**config.mk**
```make
export PLATFORM = sky130hd
export DESIGN_NAME = wide_add_sequencer
export DESIGN_NICKNAME = d
export VERILOG_FILES = /design/src/rtl/wide_add_pkg.sv /design/src/rtl/wide_add_sequencer_adder.sv /design/src/rtl/wide_add_sequencer.sv
export SDC_FILE = /design/constraint.sdc
export NUM_CORES = 1
export LEC_CHECK = 0
export ABC_AREA = 1
export CORE_MARGIN = 5
export CORE_UTILIZATION = 45
export DETAILED_ROUTE_END_ITERATION = 10
export PLACE_DENSITY = 0.84
export SYNTH_ARGS = -nofsm -noshare
export SYNTH_HDL_FRONTEND = slang
export SYNTH_SLANG_ARGS = --single-unit
```
**constraint.sdc**
```tcl
create_clock -name clk -period 3.5 [get_ports clk]
set_clock_uncertainty 0.2 [all_clocks]
set_input_delay 0.35 -clock clk [delete_from_list [all_inputs] [get_ports clk]]
set_output_delay 0.35 -clock clk [all_outputs]
set_load 0.02 [all_outputs]
```
**src/rtl/wide_add_pkg.sv**
```systemverilog
// Shared types and defaults for the chunked wide adder/subtractor.
// Provides the sequencer state encoding and default chunk geometry.
package wide_add_pkg;

  localparam int N_DEF = 4;
  localparam int K_DEF = 4;

  typedef enum logic [1:0] {
    IDLE = 2'd0,
    RUN  = 2'd1,
    DONE = 2'd2
  } state_e;

endpackage

```
**src/rtl/wide_add_sequencer_adder.sv**
```systemverilog
// N-bit ripple-carry adder shared by every chunk of a wide operation.
// Ports: A, B (N-bit addends), Cin (carry in), Sum (N-bit), Cout (carry out).
module n_bit_adder #(
  parameter int N = 4
) (
  input  logic [N-1:0] A,
  input  logic [N-1:0] B,
  input  logic         Cin,
  output logic [N-1:0] Sum,
  output logic         Cout
);

  logic [N:0] c;

  assign c[0] = Cin;

  for (genvar i = 0; i < N; i++) begin : g_bit
    assign Sum[i]  = A[i] ^ B[i] ^ c[i];
    assign c[i+1]  = (A[i] & B[i]) | (c[i] & (A[i] ^ B[i]));
  end

  assign Cout = c[N];

endmodule

```
**src/rtl/wide_add_sequencer.sv**
```systemverilog
// W-bit add/sub built from one N-bit adder, one chunk per cycle, LSB first.
// Ports: clk, rst_n, start, sub, op_a, op_b in; busy, done, result, cout, ovf, zero out.
module wide_add_sequencer
  import wide_add_pkg::*;
#(
  parameter int N = N_DEF,
  parameter int K = K_DEF
) (
  input  logic             clk,
  input  logic             rst_n,
  input  logic             start,
  input  logic             sub,
  input  logic [N*K-1:0]   op_a,
  input  logic [N*K-1:0]   op_b,
  output logic             busy,
  output logic             done,
  output logic [N*K-1:0]   result,
  output logic             cout,
  output logic             ovf,
  output logic             zero
);

  localparam int W  = N * K;
  localparam int IW = $clog2(K);

  state_e         state_q, state_d;
  logic [IW-1:0]  idx_q, idx_d;
  logic           carry_q, carry_d;
  logic [W-1:0]   a_q, a_d;
  logic [W-1:0]   b_q, b_d;
  logic [W-1:0]   res_q, res_d;
  logic           cout_q, cout_d;
  logic           ovf_q, ovf_d;
  logic           zero_q, zero_d;

  logic [N-1:0]   a_ch;
  logic [N-1:0]   b_ch;
  logic [N-1:0]   add_sum;
  logic           add_co;
  logic [W-1:0]   res_new;
  logic           last;

  always_comb begin
    a_ch = '0;
    b_ch = '0;
    for (int k = 0; k < K; k++) begin
      if (idx_q == IW'(k)) begin
        a_ch = a_q[k*N +: N];
        b_ch = b_q[k*N +: N];
      end
    end
  end

  n_bit_adder #(.N(N)) u_add (
    .A    (a_ch),
    .B    (b_ch),
    .Cin  (carry_q),
    .Sum  (add_sum),
    .Cout (add_co)
  );

  // Result with this cycle's chunk merged in, so zero sees the final word.
  always_comb begin
    res_new = res_q;
    for (int k = 0; k < K; k++) begin
      if (idx_q == IW'(k)) begin
        res_new[k*N +: N] = add_sum;
      end
    end
  end

  assign last = (idx_q == IW'(K - 1));

  always_comb begin
    state_d = state_q;
    idx_d   = idx_q;
    carry_d = carry_q;
    a_d     = a_q;
    b_d     = b_q;
    res_d   = res_q;
    cout_d  = cout_q;
    ovf_d   = ovf_q;
    zero_d  = zero_q;
    unique case (state_q)
      IDLE: begin
        if (start) begin
          a_d     = op_a;
          // Subtraction is A + ~B + 1: invert B, inject 1 as chunk-0 carry.
          b_d     = sub ? ~op_b : op_b;
          carry_d = sub;
          idx_d   = '0;
          state_d = RUN;
        end
      end
      RUN: begin
        res_d   = res_new;
        carry_d = add_co;
        if (last) begin
          idx_d   = '0;
          cout_d  = add_co;
          ovf_d   = (a_q[W-1] == b_q[W-1]) &&
                    (add_sum[N-1] != a_q[W-1]);
          zero_d  = (res_new == '0);
          state_d = DONE;
        end else begin
          idx_d = idx_q + IW'(1);
        end
      end
      DONE: begin
        state_d = IDLE;
      end
      default: begin
        state_d = IDLE;
      end
    endcase
  end

  always_ff @(posedge clk or negedge rst_n) begin
    if (!rst_n) begin
      state_q <= IDLE;
      idx_q   <= '0;
      carry_q <= 1'b0;
      a_q     <= '0;
      b_q     <= '0;
      res_q   <= '0;
      cout_q  <= 1'b0;
      ovf_q   <= 1'b0;
      zero_q  <= 1'b0;
    end else begin
      state_q <= state_d;
      idx_q   <= idx_d;
      carry_q <= carry_d;
      a_q     <= a_d;
      b_q     <= b_d;
      res_q   <= res_d;
      cout_q  <= cout_d;
      ovf_q   <= ovf_d;
      zero_q  <= zero_d;
    end
  end

  assign busy   = (state_q != IDLE);
  assign done   = (state_q == DONE);
  assign result = res_q;
  assign cout   = cout_q;
  assign ovf    = ovf_q;
  assign zero   = zero_q;

endmodule

```
* After elaboration in Yosys (flattened, before gate mapping) *
Cells that the tools add are included.

storage, ports and cells
  register bits = 56
  latch bits = 0
  memory bits (writable) = 0
  bits in read-only memories = 0
  bits of input ports = 36
  output and inout port bits = 21
  logic and storage cells = 71
  memories kept = 0

operators by class
  add/subtract/negate cells = 1
  multiply operators = 0
  div/mod/pow operators = 0
  order comparisons = 0
  equal/unequal tests = 9
  shifts and indexed selects = 0
  multiplexer cells = 21
  bitwise operators = 21
  reductions and logical operators = 10

operator list
  operator             number
  $mux 4               12
  $logic_not 16->1     1
  $mux 16              1
  $not 16->16          1
  $and 1x1->1          8
  $mux 2               4
  $pmux 2 s2           2
  $reduce_and 2->1     4
  $xor 1x1->1          8
  $eq 2x2->1 const B   3
  $eq 2x1->1 const B   2
  $logic_not 2->1      2
  $ne 2x2->1 const B   2
  $or 1x1->1           4
  $reduce_bool 2->1    2
  $add 2x1->2 const B  1
  $pmux 1 s2           1
  $eq 1x1->1           1
  $logic_and 1x1->1    1
  $mux 1               1
  $ne 1x1->1           1

* Depth between registers and ports, before layout *
  word-level depth = 15
  gate-level depth with buffers = 21
  depth with buffers taken out = 20

* Modules after synthesis *
Synthesis repeated with hierarchy kept, for this count alone.

second synthesis, totals
  cells, all modules = 366
  area total of the unflattened synthesis = 2935.3 µm²

by module, submodules not included
  module              times used  cells an instance  area each (µm²)  sequential area each (µm²)
  wide_add_sequencer  1           352                2817.7           1401.3
  n_bit_adder         1           14                 117.6            0.0

* Worst setup path before layout *
Ideal clock, no wire load.

  path kind = register to register
  from = register idx_q[0]
  to = register zero_q, in the netlist zero
  setup time = 65 ps
  arrival time = 3103 ps
  required time = 3235 ps
  setup slack = 132 ps
  cell stages (with the launch flop) = 21
  path buffers = 1
  period minus slack after synthesis = 3368 ps
  cells stage by stage = dfrtp_1 -> inv_1 -> ha_1 -> inv_1 -> buf_2 -> nand3_1 -> o21ai_0 -> a21oi_1 -> fa_1 -> inv_1 -> fa_1 -> inv_1 -> fa_1 -> fa_1 -> nand2_1 -> nand2_1 -> nor2_1 -> nand2_1 -> nor2_1 -> nand2_1 -> nand2_1

on the way
  word-level cells in the longest chain between the ends = 15
  elaborated cells between the ends (all ways) = 35
  classes of those cells = eq/ne: 3; mux: 12; bitwise: 17; reduce/logical: 3

ends and longest elaborated chain
  item                      line                                                            RTL
  start: declaration        wide_add_sequencer.sv:27                                        logic [IW-1:0] idx_q, idx_d;
  start signal: assignment  wide_add_sequencer.sv:131                                       idx_q <= idx_d;
  $logic_not 2->1           wide_add_sequencer.sv:47, wide_add_sequencer.sv:66
  $mux 4 (4 in a row)       wide_add_sequencer.sv:47                                        if (idx_q == IW'(k)) begin
  $xor 1x1->1               wide_add_sequencer_adder.sv:18, wide_add_sequencer_adder.sv:19
  $and 1x1->1               wide_add_sequencer_adder.sv:19                                  assign c[i+1] = (A[i] & B[i]) | (c[i] & (A[i] ^ B[i]));
  $or 1x1->1                wide_add_sequencer_adder.sv:19
  $and 1x1->1               wide_add_sequencer_adder.sv:19
  $or 1x1->1                wide_add_sequencer_adder.sv:19
  $and 1x1->1               wide_add_sequencer_adder.sv:19
  $or 1x1->1                wide_add_sequencer_adder.sv:19
  $xor 1x1->1               wide_add_sequencer_adder.sv:18                                  assign Sum[i] = A[i] ^ B[i] ^ c[i];
  $mux 4                    wide_add_sequencer.sv:66                                        if (idx_q == IW'(k)) begin
  $logic_not 16->1          wide_add_sequencer.sv:103                                       zero_d = (res_new == '0);
  end signal: assignment    wide_add_sequencer.sv:138                                       zero_q <= zero_d;
  end: declaration          wide_add_sequencer.sv:34                                        logic zero_q, zero_d;

Several ways; a longest one is shown, not always the timed one.
A chain may end at the register's enable or synchronous reset.

* Worst setup path after layout *
Ends and elaborated chain as after synthesis.

==> results.py <==
metrics = {
    "run_status": {
        "outcome": "completed",
    },
    "sta": {
        "grt_setup_unrepaired": "true",
        "setup_tns_ns": 0,
        "setup_viol": 0,
        "layout_min_cycle_time_ns": 3.406,
        "report.final.slew_viol_count": 0,
        "hold_viol": 0,
        "fmax_mhz": 293.6,
        "slew-limit-headroom_pct": 32.36,
        "worst_pin_slew_ns": 1.015,
        "fin_crit_sh_pct": 97.32,
    },
    "layout": {
        "stdcell_area_um2": 3674,
        "num-fill-cells": 581,
        "layout.cells.non_filler": 494,
        "syn2layout_area_growth_pct": 27.38,
        "finalNetCount": 460,
        "drive_gt1_share_pct": 10.07,
        "diodes": 0,
        "postLayoutCoreUtil_pct": 58.52,
    },
    "pwr": {
        "power_mw": 3.975,
        "power_leakage_nw": 1.746,
        "peakVddDrop_mv": 0.6490,
        "powerDensity_nw_per_um2": 1082,
    },
    "clocking": {
        "worstSkewPairLatency_ns": 0.32,
        "tritoncts": "yes",
        "cts.sinks": 56,
        "cts_max_level": 2,
        "clock_path_buffers": 2,
        "cts-root-buf": "clkbuf_8",
        "hold_buffers": 0,
        "cts_buffers": 5,
        "clk_pin_slew_ns": 0.10,
    },
    "floorplan": {
        "ios": 57,
        "die-area_um2": 8110,
        "rows": 29,
        "chipWidth_um": 90.06,
        "coreArea_um2": 6277,
        "initial_core_util_pct": 45.94,
        "die_y_um": 90.06,
    },
    "synthesis": {
        "synth_warnings": 0,
        "yosysSeqAreaShare_pct": 48.59,
        "synth_area_leader_cell": "dfrtp_1",
        "ys_seq_elements": 56,
        "synth_cells": 355,
        "synth_fa_ha_area_share_pct": 4.512,
        "synthesis.nets": 399,
        "synth_top_family_by_area": "simple AND/OR/NAND/NOR gates",
        "ys_types": 23,
        "synth_compound_gate_area_share_pct": 10.41,
        "yosys.area_share.simple_pct": 25.38,
        "avgSynthCellArea_um2": 8.124,
        "synth_area_leaders": "dfrtp_1 49%, nand2_1 18%, xnor2_1 4.9%",
        "synthXorXnorAreaFrac_pct": 4.859,
        "yosysTopAreaCellShare_pct": 48.59,
        "synth_area_um2": 2884,
        "synth_mux_area_share_pct": 0,
    },
    "critical_path": {
        "critPathMostFrequentCell": "nand2_1",
        "endpoint": "zero",
        "crit_path_end_kind": "flip-flop",
        "startpoint": "idx_q[0]",
        "reg2reg_to": "zero",
        "slowest_delay_ns": 0.47,
        "reg2reg_setup_slack_ns": 0.09,
        "cp_num_cells": 20,
        "cp_top_family": "adder cells",
        "r2r_start": "idx_q[0]",
        "crit_path_start_kind": "flip-flop",
        "path_cells": "buf_4 -> ha_4 -> inv_2 -> nand3_1 -> nand3_1 -> o21ai_0 -> a21oi_1 -> fa_2 -> inv_1 -> fa_1 -> inv_1 -> fa_2 -> fa_2 -> nand2_2 -> nand2_1 -> nor2_1 -> nand2_1 -> nor2_1 -> nand2_1 -> nand2_1",
        "cp.required_ns": 3.56,
        "cp_max_fo": 6,
        "crit_arrival_ns": 3.47,
        "crit_type": "flip-flop to flip-flop",
        "slowest_stage": "fa_2",
        "ff2ff_path_depth": 20,
        "crit_buf_inv": 4,
    },
    "detailed_routing": {
        "drc_errors": 0,
        "routed_wl_um": 6663,
        "ant_nets": 0,
        "drtIter0Drc": 175,
        "vias": 2504,
        "drtPass1Iterations": 4,
        "viasPerCell": 5.069,
        "wire_per_inst_um": 13.49,
    },
    "global_routing": {
        "grt_usage_pct": 16.38,
        "grt_max_degree": 46,
        "antenna_found_initial": 0,
        "grt_pass1_wl_um": 11200,
        "grt_pass1_vias": 2381,
        "grt_overflow_total": 0,
    },
    "job": {
        "cap_violations": 0,
    },
    "place": {
        "placed_cells": 483,
        "portBuffers": 56,
        "gp_congestion": 0.8770,
        "place_area_um2": 3510,
        "hpwlAfterDp_um": 4955,
    },
    "worst_hold_path": {
        "hold_path_class": "primary input to async pin",
    },
}
[metal layers]
metal / GRT usage, % / wire [um] / up-vias
met3: 3.756 / 412 / 10
met2: 26.52 / 3143 / 79
met1: 22.26 / 3001 / 1167
li1: - / - / 1248
met5: 0 / 0 / -
met4: 4.094 / 106 / 0
[logic make-up (layout without fill, tap and decap cells)]
logic type               count (synthesis)  in the layout
AND/OR/NAND/NOR                        187            187
flip-flops                              56             56
adder cells (fa/ha/maj)                  8              8
XOR/XNOR                                16             16
buffers and inverters                   34             96
AO/OA/AOI/OAI                           54             54
[worst min path at each step]
| stage | from | to | depth (start not counted) |
|---|---|---|---|
| 6_report | rst_n | result[13] | 1 |
| 5_1_grt | rst_n | a_q[11] | 1 |
| 4_1_cts | rst_n | result[13] | 1 |
| 3_5_place_dp | a_q[7] | a_q[7] | 2 |
| 3_3_place_gp | b_q[10] | b_q[10] | 2 |
| 2_1_floorplan | rst_n | a_q[0] | 0 |
[metrics by stage]
stage	setup WS [ns]	hold slack, ns
5_1_grt	-0.1238	0.09887
3_5_place_dp	-0.01530	0.2707
3_3_place_gp	0.1110	0.2682
6_report	0.09392	0.001233
2_1_floorplan	0.1324	-0.1456
4_1_cts	0.04414	0.04861
[state kept, by name (all words and copies together), names as in the netlist]
signal   cells
a_q         16
b_q         16
carry_q      1
cout         1
idx_q        2
ovf          1
result      16
state_q      2
zero         1
[repair_timing]
action,CTS,global route
pin swaps,0,2
resized for setup,1,14
setup buffers,1,2
endpoints found under the setup margin,1,6
[power breakdown]
part / total, mW / leakage, nW / internal [mW] / switching, mW
clock: 0.370 / 0.0510 / 0.159 / 0.212
sequential: 1.19 / 0.682 / 0.959 / 0.227
combinational: 2.42 / 1.01 / 1.01 / 1.41
total: 3.97 / 1.75 / 2.13 / 1.85
[worst reg2reg max path: stages (launching register included)]
cell,delay [ns]
dfrtp_1,0.41
buf_4,0.15
ha_4,0.16
inv_2,0.08
nand3_1,0.08
nand3_1,0.07
o21ai_0,0.08
a21oi_1,0.21
fa_2,0.22
inv_1,0.05
fa_1,0.35
inv_1,0.08
fa_2,0.21
fa_2,0.47
nand2_2,0.11
nand2_1,0.06
nor2_1,0.10
nand2_1,0.06
nor2_1,0.10
nand2_1,0.06
nand2_1,0.05
[layout by cell type (no fill, tap or decap)]
master / instances
buf_4: 15
a22o_1: 1
clkbuf_8: 6
o211ai_1: 3
nand2_2: 1
inv_2: 8
clkinv_2: 2
fa_1: 1
fa_2: 3
o21ai_0: 25
nor2_1: 30
nand3_2: 1
a22oi_1: 1
o21ai_1: 2
dfrtp_2: 1
nor2_4: 1
clkdlybuf4s50_1: 55
inv_1: 9
a31oi_1: 12
ha_4: 3
nand3_1: 11
xnor2_1: 16
ha_1: 1
buf_2: 1
dfrtp_1: 55
o22ai_1: 1
nor3_1: 2
nand2_1: 141
a21oi_1: 9
[area by class of cell]
type	count	area (um^2)	area share (%)
multi-input combinational	265	1350	36.75
sequential	56	1403	38.18
inverter	17	63.81	1.737
timing repair buffer	71	668.1	18.19
tap	77	96.34	2.623
clock buffer	6	82.58	2.248
clock inverter	2	10.01	0.2725
[synthesized netlist by cell type]
cell type,count
a21oi_1,9
buf_2,9
xnor2_1,16
nand2_1,142
dfrtp_1,56
inv_1,13
ha_1,4
o22ai_1,1
a31oi_1,12
buf_4,5
o21ai_0,25
buf_6,3
nor3_1,2
inv_2,4
nand3_2,1
a22o_1,1
nor2_1,30
nor2_4,1
fa_1,4
nand3_1,11
o211ai_1,3
a22oi_1,1
o21ai_1,2
No activity file was read; power rests on OpenSTA's default activity.
